[config.mk]
export PLATFORM = sky130hd
export DESIGN_NAME = sdram_arbit_flat
export DESIGN_NICKNAME = d
export VERILOG_FILES = /design/src/rtl/sdram_arbit_pkg.sv /design/src/rtl/sdram_arbit_if.sv /design/src/rtl/sdram_arbit.sv /design/src/flat_wrapper.sv
export SDC_FILE = /design/constraint.sdc
export NUM_CORES = 1
export LEC_CHECK = 0
export BUFFER_PORTS_ARGS = -buffer_cell sky130_fd_sc_hd__buf_2
export CAP_MARGIN = 20
export CELL_PAD_IN_SITES_DETAIL_PLACEMENT = 2
export CELL_PAD_IN_SITES_GLOBAL_PLACEMENT = 2
export CORE_UTILIZATION = 13
export CTS_CLUSTER_SIZE = 25
export DETAILED_ROUTE_END_ITERATION = 12
export HOLD_SLACK_MARGIN = 0.08
export PLACE_DENSITY_LB_ADDON = 0.08
export SYNTH_ARGS = -nofsm -noshare
export SYNTH_HDL_FRONTEND = slang
export SYNTH_SLANG_ARGS = --single-unit
[constraint.sdc]
create_clock -name i_sysclk -period 3.2 [get_ports i_sysclk]
set_input_delay 0.48 -clock i_sysclk [delete_from_list [all_inputs] [get_ports i_sysclk]]
set_output_delay 0.48 -clock i_sysclk [all_outputs]
set_load 0.01 [all_outputs]
[src/rtl/sdram_arbit_pkg.sv]
// sdram_arbit_pkg: SDRAM command codes, idle bus constants and arbiter state types shared with the engines
package sdram_arbit_pkg;

    // Commands as {cs_n, ras_n, cas_n, we_n}
    localparam logic [3:0] CMD_NOP       = 4'b0111;
    localparam logic [3:0] CMD_ACTIVE    = 4'b0011;
    localparam logic [3:0] CMD_READ      = 4'b0101;
    localparam logic [3:0] CMD_WRITE     = 4'b0100;
    localparam logic [3:0] CMD_PRECHARGE = 4'b0010;
    localparam logic [3:0] CMD_AREF      = 4'b0001;
    localparam logic [3:0] CMD_BSTOP     = 4'b0110;

    // Bank/address driven while nobody owns the bus
    localparam logic [1:0]  IDLE_BA   = 2'b11;
    localparam logic [12:0] IDLE_ADDR = 13'h1FFF;

    typedef enum logic [4:0] {
        ST_IDLE  = 5'b00001,
        ST_ARBIT = 5'b00010,
        ST_AREF  = 5'b00100,
        ST_WRITE = 5'b01000,
        ST_READ  = 5'b10000
    } state_e;

    typedef enum logic {
        GRANT_WR = 1'b0,
        GRANT_RD = 1'b1
    } grant_e;

endpackage

[src/rtl/sdram_arbit_if.sv]
// sdram_arbit_if: SDRAM pad-side command/address/data bus driven by the arbiter
interface sdram_arbit_if #(
    parameter int DATA_W = 16,
    parameter int ADDR_W = 13,
    parameter int BA_W   = 2
) ();
    logic              o_sdram_cke;
    logic              o_sdram_cs_n;
    logic              o_sdram_ras_n;
    logic              o_sdram_cas_n;
    logic              o_sdram_we_n;
    logic [BA_W-1:0]   o_sdram_ba;
    logic [ADDR_W-1:0] o_sdram_addr;
    logic              o_sdram_dq_oe;
    logic [DATA_W-1:0] o_sdram_dq_out;

    modport master (
        output o_sdram_cke, o_sdram_cs_n, o_sdram_ras_n, o_sdram_cas_n, o_sdram_we_n,
        output o_sdram_ba, o_sdram_addr, o_sdram_dq_oe, o_sdram_dq_out
    );

    modport slave (
        input o_sdram_cke, o_sdram_cs_n, o_sdram_ras_n, o_sdram_cas_n, o_sdram_we_n,
        input o_sdram_ba, o_sdram_addr, o_sdram_dq_oe, o_sdram_dq_out
    );
endinterface

[src/rtl/sdram_arbit.sv]
// sdram_arbit: shares the SDRAM pins between init, refresh, write and read engines (refresh first, write/read round-robin)
module sdram_arbit
    import sdram_arbit_pkg::*;
#(
    parameter int DATA_W = 16,
    parameter int ADDR_W = 13,
    parameter int BA_W   = 2
) (
    input  logic              i_sysclk,
    input  logic              i_sysrst_n,
    input  logic [3:0]        i_init_cmd,
    input  logic [BA_W-1:0]   i_init_ba,
    input  logic [ADDR_W-1:0] i_init_addr,
    input  logic              i_init_done,
    input  logic              i_aref_req,
    input  logic [3:0]        i_aref_cmd,
    input  logic [BA_W-1:0]   i_aref_ba,
    input  logic [ADDR_W-1:0] i_aref_addr,
    input  logic              i_aref_done,
    input  logic              i_wr_req,
    input  logic [3:0]        i_wr_cmd,
    input  logic [BA_W-1:0]   i_wr_ba,
    input  logic [ADDR_W-1:0] i_wr_addr,
    input  logic              i_wr_sdram_en,
    input  logic [DATA_W-1:0] i_wr_data,
    input  logic              i_wr_done,
    input  logic              i_rd_req,
    input  logic [3:0]        i_rd_cmd,
    input  logic [BA_W-1:0]   i_rd_ba,
    input  logic [ADDR_W-1:0] i_rd_addr,
    input  logic              i_rd_done,
    output logic              o_aref_en,
    output logic              o_wr_en,
    output logic              o_rd_en,
    sdram_arbit_if.master     bus
);

    state_e            r_state;
    state_e            w_next_state;
    grant_e            r_last_grant;
    grant_e            w_next_grant;
    logic [3:0]        w_cmd;
    logic [BA_W-1:0]   w_ba;
    logic [ADDR_W-1:0] w_addr;
    logic              w_dq_oe;

    // State and grant-history registers; last grant resets to READ so write wins the first contest
    always_ff @(posedge i_sysclk or negedge i_sysrst_n) begin
        if (!i_sysrst_n) begin
            r_state      <= ST_IDLE;
            r_last_grant <= GRANT_RD;
        end else begin
            r_state      <= w_next_state;
            r_last_grant <= w_next_grant;
        end
    end

    // Next state: refresh beats data engines; contested write/read alternate; only the owner's done returns to ARBIT
    always_comb begin
        w_next_state = r_state;
        w_next_grant = r_last_grant;
        case (r_state)
            ST_IDLE:  if (i_init_done) w_next_state = ST_ARBIT;
            ST_ARBIT: begin
                if (i_aref_req) begin
                    w_next_state = ST_AREF;
                end else if (i_wr_req && (!i_rd_req || r_last_grant == GRANT_RD)) begin
                    w_next_state = ST_WRITE;
                    w_next_grant = GRANT_WR;
                end else if (i_rd_req) begin
                    w_next_state = ST_READ;
                    w_next_grant = GRANT_RD;
                end
            end
            ST_AREF:  if (i_aref_done) w_next_state = ST_ARBIT;
            ST_WRITE: if (i_wr_done) w_next_state = ST_ARBIT;
            ST_READ:  if (i_rd_done) w_next_state = ST_ARBIT;
            default:  w_next_state = ST_IDLE;
        endcase
    end

    // Bus mux: owning engine's already-registered outputs pass straight through; NOP otherwise and during reset
    always_comb begin
        w_cmd  = CMD_NOP;
        w_ba   = '1;
        w_addr = '1;
        if (i_sysrst_n) begin
            case (r_state)
                ST_IDLE:  {w_cmd, w_ba, w_addr} = {i_init_cmd, i_init_ba, i_init_addr};
                ST_AREF:  {w_cmd, w_ba, w_addr} = {i_aref_cmd, i_aref_ba, i_aref_addr};
                ST_WRITE: {w_cmd, w_ba, w_addr} = {i_wr_cmd, i_wr_ba, i_wr_addr};
                ST_READ:  {w_cmd, w_ba, w_addr} = {i_rd_cmd, i_rd_ba, i_rd_addr};
                default:  {w_cmd, w_ba, w_addr} = {CMD_NOP, {BA_W{1'b1}}, {ADDR_W{1'b1}}};
            endcase
        end
    end

    assign o_aref_en = (r_state == ST_AREF);
    assign o_wr_en   = (r_state == ST_WRITE);
    assign o_rd_en   = (r_state == ST_READ);
    assign w_dq_oe   = (r_state == ST_WRITE) && i_wr_sdram_en;

    assign bus.o_sdram_cke    = 1'b1;
    assign {bus.o_sdram_cs_n, bus.o_sdram_ras_n, bus.o_sdram_cas_n, bus.o_sdram_we_n} = w_cmd;
    assign bus.o_sdram_ba     = w_ba;
    assign bus.o_sdram_addr   = w_addr;
    assign bus.o_sdram_dq_oe  = w_dq_oe;
    assign bus.o_sdram_dq_out = w_dq_oe ? i_wr_data : '0;

endmodule
[src/flat_wrapper.sv]
// flat-port wrapper written by rule: the top's interface ports become plain ports
module sdram_arbit_flat import sdram_arbit_pkg::*;
#(
    parameter int DATA_W = 16,
    parameter int ADDR_W = 13,
    parameter int BA_W   = 2
)
  (i_sysclk, i_sysrst_n, i_init_cmd, i_init_ba, i_init_addr, i_init_done, i_aref_req, i_aref_cmd, i_aref_ba, i_aref_addr, i_aref_done, i_wr_req, i_wr_cmd, i_wr_ba, i_wr_addr, i_wr_sdram_en, i_wr_data, i_wr_done, i_rd_req, i_rd_cmd, i_rd_ba, i_rd_addr, i_rd_done, o_aref_en, o_wr_en, o_rd_en, bus_o_sdram_cke, bus_o_sdram_cs_n, bus_o_sdram_ras_n, bus_o_sdram_cas_n, bus_o_sdram_we_n, bus_o_sdram_ba, bus_o_sdram_addr, bus_o_sdram_dq_oe, bus_o_sdram_dq_out);
  sdram_arbit_if #(.DATA_W(DATA_W), .ADDR_W(ADDR_W), .BA_W(BA_W)) bus_i ();
  input  logic i_sysclk;
  input  logic i_sysrst_n;
  input  logic [3:0] i_init_cmd;
  input  logic [BA_W-1:0] i_init_ba;
  input  logic [ADDR_W-1:0] i_init_addr;
  input  logic i_init_done;
  input  logic i_aref_req;
  input  logic [3:0] i_aref_cmd;
  input  logic [BA_W-1:0] i_aref_ba;
  input  logic [ADDR_W-1:0] i_aref_addr;
  input  logic i_aref_done;
  input  logic i_wr_req;
  input  logic [3:0] i_wr_cmd;
  input  logic [BA_W-1:0] i_wr_ba;
  input  logic [ADDR_W-1:0] i_wr_addr;
  input  logic i_wr_sdram_en;
  input  logic [DATA_W-1:0] i_wr_data;
  input  logic i_wr_done;
  input  logic i_rd_req;
  input  logic [3:0] i_rd_cmd;
  input  logic [BA_W-1:0] i_rd_ba;
  input  logic [ADDR_W-1:0] i_rd_addr;
  input  logic i_rd_done;
  output logic o_aref_en;
  output logic o_wr_en;
  output logic o_rd_en;
  output wire logic [$bits(bus_i.o_sdram_cke)-1:0] bus_o_sdram_cke;
  output wire logic [$bits(bus_i.o_sdram_cs_n)-1:0] bus_o_sdram_cs_n;
  output wire logic [$bits(bus_i.o_sdram_ras_n)-1:0] bus_o_sdram_ras_n;
  output wire logic [$bits(bus_i.o_sdram_cas_n)-1:0] bus_o_sdram_cas_n;
  output wire logic [$bits(bus_i.o_sdram_we_n)-1:0] bus_o_sdram_we_n;
  output wire logic [$bits(bus_i.o_sdram_ba)-1:0] bus_o_sdram_ba;
  output wire logic [$bits(bus_i.o_sdram_addr)-1:0] bus_o_sdram_addr;
  output wire logic [$bits(bus_i.o_sdram_dq_oe)-1:0] bus_o_sdram_dq_oe;
  output wire logic [$bits(bus_i.o_sdram_dq_out)-1:0] bus_o_sdram_dq_out;
  assign bus_o_sdram_cke = bus_i.o_sdram_cke;
  assign bus_o_sdram_cs_n = bus_i.o_sdram_cs_n;
  assign bus_o_sdram_ras_n = bus_i.o_sdram_ras_n;
  assign bus_o_sdram_cas_n = bus_i.o_sdram_cas_n;
  assign bus_o_sdram_we_n = bus_i.o_sdram_we_n;
  assign bus_o_sdram_ba = bus_i.o_sdram_ba;
  assign bus_o_sdram_addr = bus_i.o_sdram_addr;
  assign bus_o_sdram_dq_oe = bus_i.o_sdram_dq_oe;
  assign bus_o_sdram_dq_out = bus_i.o_sdram_dq_out;
  sdram_arbit #(.DATA_W(DATA_W), .ADDR_W(ADDR_W), .BA_W(BA_W)) u_core (.i_sysclk(i_sysclk), .i_sysrst_n(i_sysrst_n), .i_init_cmd(i_init_cmd), .i_init_ba(i_init_ba), .i_init_addr(i_init_addr), .i_init_done(i_init_done), .i_aref_req(i_aref_req), .i_aref_cmd(i_aref_cmd), .i_aref_ba(i_aref_ba), .i_aref_addr(i_aref_addr), .i_aref_done(i_aref_done), .i_wr_req(i_wr_req), .i_wr_cmd(i_wr_cmd), .i_wr_ba(i_wr_ba), .i_wr_addr(i_wr_addr), .i_wr_sdram_en(i_wr_sdram_en), .i_wr_data(i_wr_data), .i_wr_done(i_wr_done), .i_rd_req(i_rd_req), .i_rd_cmd(i_rd_cmd), .i_rd_ba(i_rd_ba), .i_rd_addr(i_rd_addr), .i_rd_done(i_rd_done), .o_aref_en(o_aref_en), .o_wr_en(o_wr_en), .o_rd_en(o_rd_en), .bus(bus_i));
endmodule
# == Word-level counts from Yosys, hierarchy flattened ==
# Cells that the tools add are included.
# totals
ff_bits,6
# classes
eq_ne,10
n_mux,17
bitwise_logic,1
n_reduce_logical,7
# op_table
op,count
$pmux 13 s4,1
$mux 5,7
$pmux 5 s5,1
$mux 16,1
$pmux 4 s4,1
$mux 13,1
$ne 2x2->1 const B,4
$pmux 2 s4,1
$eq 5x1->1 const B,1
$eq 5x2->1 const B,1
$eq 5x3->1 const B,1
$eq 5x4->1 const B,1
$eq 5x5->1 const B,1
$reduce_and 5->1,1
$mux 4,1
$ne 4x3->1 const B,1
$reduce_and 3->1,1
$logic_and 1x1->1,2
$mux 1,2
$mux 2,1
$reduce_bool 2->1,1
$logic_not 1->1,1
$logic_or 1x1->1,1
$not 1->1,1

# == Logic depth before layout (Yosys ltp) ==
# logic_depth
depth_word,6
ltp_mapped,7

# == Worst setup path after synthesis ==
# OpenSTA, ideal clock, no wires.
# synth_path
kind,register -> output
start,reg u_core.r_state[3]
end,out bus_o_sdram_cs_n
arrival_ps,1735
setup_slack_ps,985
stages_incl_launch_ff,6
path_buffers,1
cell_sequence,dfrtp_1 buf_6 or4b_1 or2_4 a21boi_4 a21boi_1
# synth_between
elab_chain_len,3
word_cells_on_any_way,6
# synth_lines
item,line,source
from (decl),sdram_arbit.sv:38,state_e r_state;
from (signal assigned),sdram_arbit.sv:53,r_state <= w_next_state;
"$eq 5x5->1, or another cell as far along",sdram_arbit.sv:88,case (r_state)
$pmux 4 s4 *,sdram_arbit.sv:88,
$mux 4 *,sdram_arbit.sv:87,if (i_sysrst_n) begin
to (decl),flat_wrapper.sv:37,output wire logic [$bits(bus_i.o_sdram_cs_n)-1:0] bus_o_sdram_cs_n;
# Mark *: on every way between the ends. The rest lies on a longest branch, timed or not.

# == Worst setup path after layout ==
# layout_path
start,reg u_core.r_state[0]
end,out bus_o_sdram_dq_out[6]
# layout_between
elab_chain_len,3
# layout_lines
item,line,source
$eq 5x4->1,sdram_arbit.sv:101,assign w_dq_oe = (r_state == ST_WRITE) && i_wr_sdram_en;
$logic_and 1x1->1,sdram_arbit.sv:101,
$mux 16,sdram_arbit.sv:108,assign bus.o_sdram_dq_out = w_dq_oe ? i_wr_data : '0;
to (decl),flat_wrapper.sv:44,output wire logic [$bits(bus_i.o_sdram_dq_out)-1:0] bus_o_sdram_dq_out;
# No other way between the ends.

==> impl_table.tex <==
\begin{tabular}{lr}
\hline
Metric & Value \\
\hline
\multicolumn{2}{l}{\textbf{Clock tree}} \\
Clock slew seen by the registers of the worst setup and hold paths & 0.04 ns \\
Clock network latency to the later pin of the worst-skew pair & 0.22 ns \\
H-tree depth reported by CTS & 1 \\
TritonCTS clock tree & yes \\
TritonCTS Buffers & 3 \\
CTS hold repair buffers & 0 \\
Post-CTS setup buffers & 0 \\
Number of instances resized during post-cts repair & 0 \\
Buffer type at the clock tree root & sky130\_fd\_sc\_hd\_\_clkbuf\_8 \\
Worst-case clock buffer depth & 2 \\
Clock net sink count & 6 \\
\multicolumn{2}{l}{\textbf{Cells and area}} \\
Number of antenna repair diodes & 0 \\
Fill cell total of the finished layout & 899 \\
Share of layout cells above drive strength 1 & 57.6\% \\
Post-layout utilization of the core & 24.9\% \\
Layout Nets & 375 \\
Fin area & 0.00183 sq mm \\
Area used by multi-input combinational logic & 752 sq um \\
Synth-to-Final Area Change & 83.4\% \\
Register area & 153 sq um \\
\multicolumn{2}{l}{\textbf{Global route}} \\
Busiest layer in global routing & met2 \\
Total gr overflow & 0 \\
Met3 layer usage reported by global route & 3.32\% \\
Global routing usage summed across all routing layers & 14.2\% \\
Vias in the first global route & 1,686 \\
Maximum number of pins on one net before global-route repair & 27 \\
Global-route wire length before repair & 8650 microns \\
Global-route met1 utilization & 16.6\% \\
Global-route met2 utilization & 26.9\% \\
Number of antenna violations at the first check in global routing & 0 \\
\multicolumn{2}{l}{\textbf{Routing}} \\
Final Routed Wirelength & 5980 microns \\
Drt first-iter violations & 38 \\
Post-DR wirelength/cell & 16.2 microns \\
DR DRC count & 0 \\
Vias/cell & 4.55 \\
Post-route antenna net violation count & 0 \\
Length of the first detailed-routing pass in iterations & 4 \\
Total number of vias & 1,682 \\
\multicolumn{2}{l}{\textbf{Die}} \\
Row count & 31 \\
Overall die height & 89.5 microns \\
Area of the die & 0.00802 sq mm \\
Number of top-level pins & 142 \\
Die Width & 89.5 microns \\
Starting density of the core & 13.6\% \\
Core footprint & 0.00733 sq mm \\
\multicolumn{2}{l}{\textbf{STA}} \\
Worst hold slack after final layout & 0.0884 ns \\
Highest Clock Rate & 0.343 GHz \\
Final max-slew violation count & 0 \\
Setup TNS & 0 ns \\
Final number of setup-violating endpoints & 0 \\
RSZ-0062 raised after global routing & no \\
Final-report hold violation count & 0 \\
Final worst clock skew & 0.00130 ns \\
Fin crit period & 2.92 ns \\
Final clock period utilization by the worst path & 91.2\% \\
Slew margin rel. & 49.0\% \\
Slew at the pin closest to its max-slew limit & 0.760 ns \\
\multicolumn{2}{l}{\textbf{Setup path}} \\
Largest delay contributor family on the critical path & buffers and inverters \\
Total buffers and inverters traversed by the critical path & 3 \\
Library cell contributing the largest single delay on the critical path & sky130\_fd\_sc\_hd\_\_dfstp\_2 \\
Setup slack on the worst flop-to-flop path & 1.44 ns \\
Maximum fanout encountered on the critical timing path & 26 \\
List of cells traversed by the critical path & nor2\_1, nand3\_1, clkinv\_1, buf\_4, and3\_1, buf\_2 \\
Required time of the critical path & 2.72 ns \\
Arrival time at the worst endpoint & 2.44 ns \\
Category of the worst setup path capture point & output pin \\
Critical register-to-register path endpoint & u\_core.r\_state[0] \\
Logic depth of the worst register-to-register path & 5 \\
Crit path kind & reg -> out \\
Startpoint of the worst-slack reg-to-reg timing path & u\_core.r\_state[3] \\
Max stage delay on crit path & 0.64 ns \\
Startpoint type of the worst setup path & flip-flop \\
\multicolumn{2}{l}{\textbf{Placed design}} \\
HPWL reported at the end of detailed placement & 4930 microns \\
Placement-stage cell area & 0.00179 sq mm \\
Final weighted congestion in routability-driven placement & 0.703 \\
Number of buffer cells added on primary ports & 140 \\
\multicolumn{2}{l}{\textbf{Logic synthesis}} \\
Post-synthesis average cell area & 7.27 sq um \\
Number of flip-flops and latches in the synthesized netlist & 6 \\
Post-synthesis async set-or-reset flop share & 100\% \\
Warning count from the yosys run & 0 \\
Post-synth EDFFs & 0 \\
Synth Cell Area & 996 sq um \\
Synth unique cells & 36 \\
Net Count, Synth & 239 \\
Cell count after synthesis & 137 \\
Sequential share of the synthesized area & 15.3\% \\
Commonest register cell after synthesis & sky130\_fd\_sc\_hd\_\_dfrtp\_1 \\
\multicolumn{2}{l}{\textbf{Power and ir drop}} \\
Power per standard cell area & 470 mW/mm\^{}2 \\
Leakage Power & 0.000960 uW \\
Worst ir drop on vdd & 0.163 mV \\
Overall power & 859 uW \\
\multicolumn{2}{l}{\textbf{Min path}} \\
Class of the worst hold path & in -> async \\
\multicolumn{2}{l}{\textbf{Flow run}} \\
Max-Cap Viols & 0 \\
\multicolumn{2}{l}{\textbf{Outcome}} \\
Result of the run & finished, final reports clean \\
\hline
\end{tabular}
worst max path at each step:
stage,start,depth (start not counted),slack (ns),endpoint
2_1_floorplan,u_core.r_state[3],5,0.98,bus_o_sdram_cs_n
3_3_place_gp,u_core.r_state[3],5,0.52,bus_o_sdram_cs_n
3_5_place_dp,u_core.r_state[0],6,0.50,bus_o_sdram_dq_out[4]
4_1_cts,u_core.r_state[0],6,0.23,bus_o_sdram_dq_out[4]
5_1_grt,u_core.r_state[0],6,0.07,bus_o_sdram_addr[4]
6_report,u_core.r_state[0],6,0.28,bus_o_sdram_dq_out[6]
flip-flops by register name, summed over array words and instances, names as in the netlist:
register,count
u_core.r_last_grant,1
u_core.r_state,5
Yosys cell counts, types with 3 or more instances:
| cell type | instances | area [sq um] |
|---|---|---|
| sky130_fd_sc_hd__a22oi_1 | 38 | 285 |
| sky130_fd_sc_hd__and3_1 | 17 | 106 |
| sky130_fd_sc_hd__buf_4 | 3 | 22.5 |
| sky130_fd_sc_hd__clkbuf_1 | 8 | 30.0 |
| sky130_fd_sc_hd__dfrtp_1 | 4 | 100 |
| sky130_fd_sc_hd__nand3_1 | 20 | 100 |
| sky130_fd_sc_hd__nor2_1 | 5 | 18.8 |
| sky130_fd_sc_hd__nor3b_1 | 3 | 22.5 |
| sky130_fd_sc_hd__o21ai_0 | 4 | 20.0 |
layer usage:
metal / routed length (microns) / vias to the layer above
met5: 0 / -
met4: 17 / 0
met3: 435 / 2
met2: 3280 / 70
met1: 2240 / 800
li1: - / 810
cell usage in the layout (no fill, tap or decap), types with 3 or more instances in the layout:
master	n
sky130_fd_sc_hd__and3_1	17
sky130_fd_sc_hd__a22oi_1	38
sky130_fd_sc_hd__dfrtp_1	4
sky130_fd_sc_hd__buf_4	6
sky130_fd_sc_hd__nor2_1	5
sky130_fd_sc_hd__buf_2	140
sky130_fd_sc_hd__o21ai_0	4
sky130_fd_sc_hd__clkbuf_8	3
sky130_fd_sc_hd__nand3_1	20
where the power goes:
group	total (uW)	switching [uW]	internal (uW)
logic	600	339	261
registers	144	35.3	108
clock network	116	35.0	81.1
total	859	409	451
cell families after synthesis:
logic type                synth area share (%)
and+or+nand+nor                           33.0
AOI/OAI and AO/OA                         38.6
DFF                                       15.3
muxes                                     2.14
xor gates and xnor gates                 0.880
other                                    0.377
buffers and inverters                     9.67
layout make-up:
type / count / area share, %
Inverter: 3 / 0.616
Sequential cell: 6 / 8.36
Multi-Input combinational cell: 113 / 41.2
Timing Repair Buffer: 146 / 40.8
Tap cell: 99 / 6.78
Clock buffer: 3 / 2.26
through the flow:
stage                     std cells  setup slack [ns]
after floorplan                 137             0.985
after global placement          367             0.518
after detailed placement        367             0.496
after CTS                       370             0.235
after global routing            370            0.0662
final                           370             0.282
No activity file was read; power rests on OpenSTA's default activity.
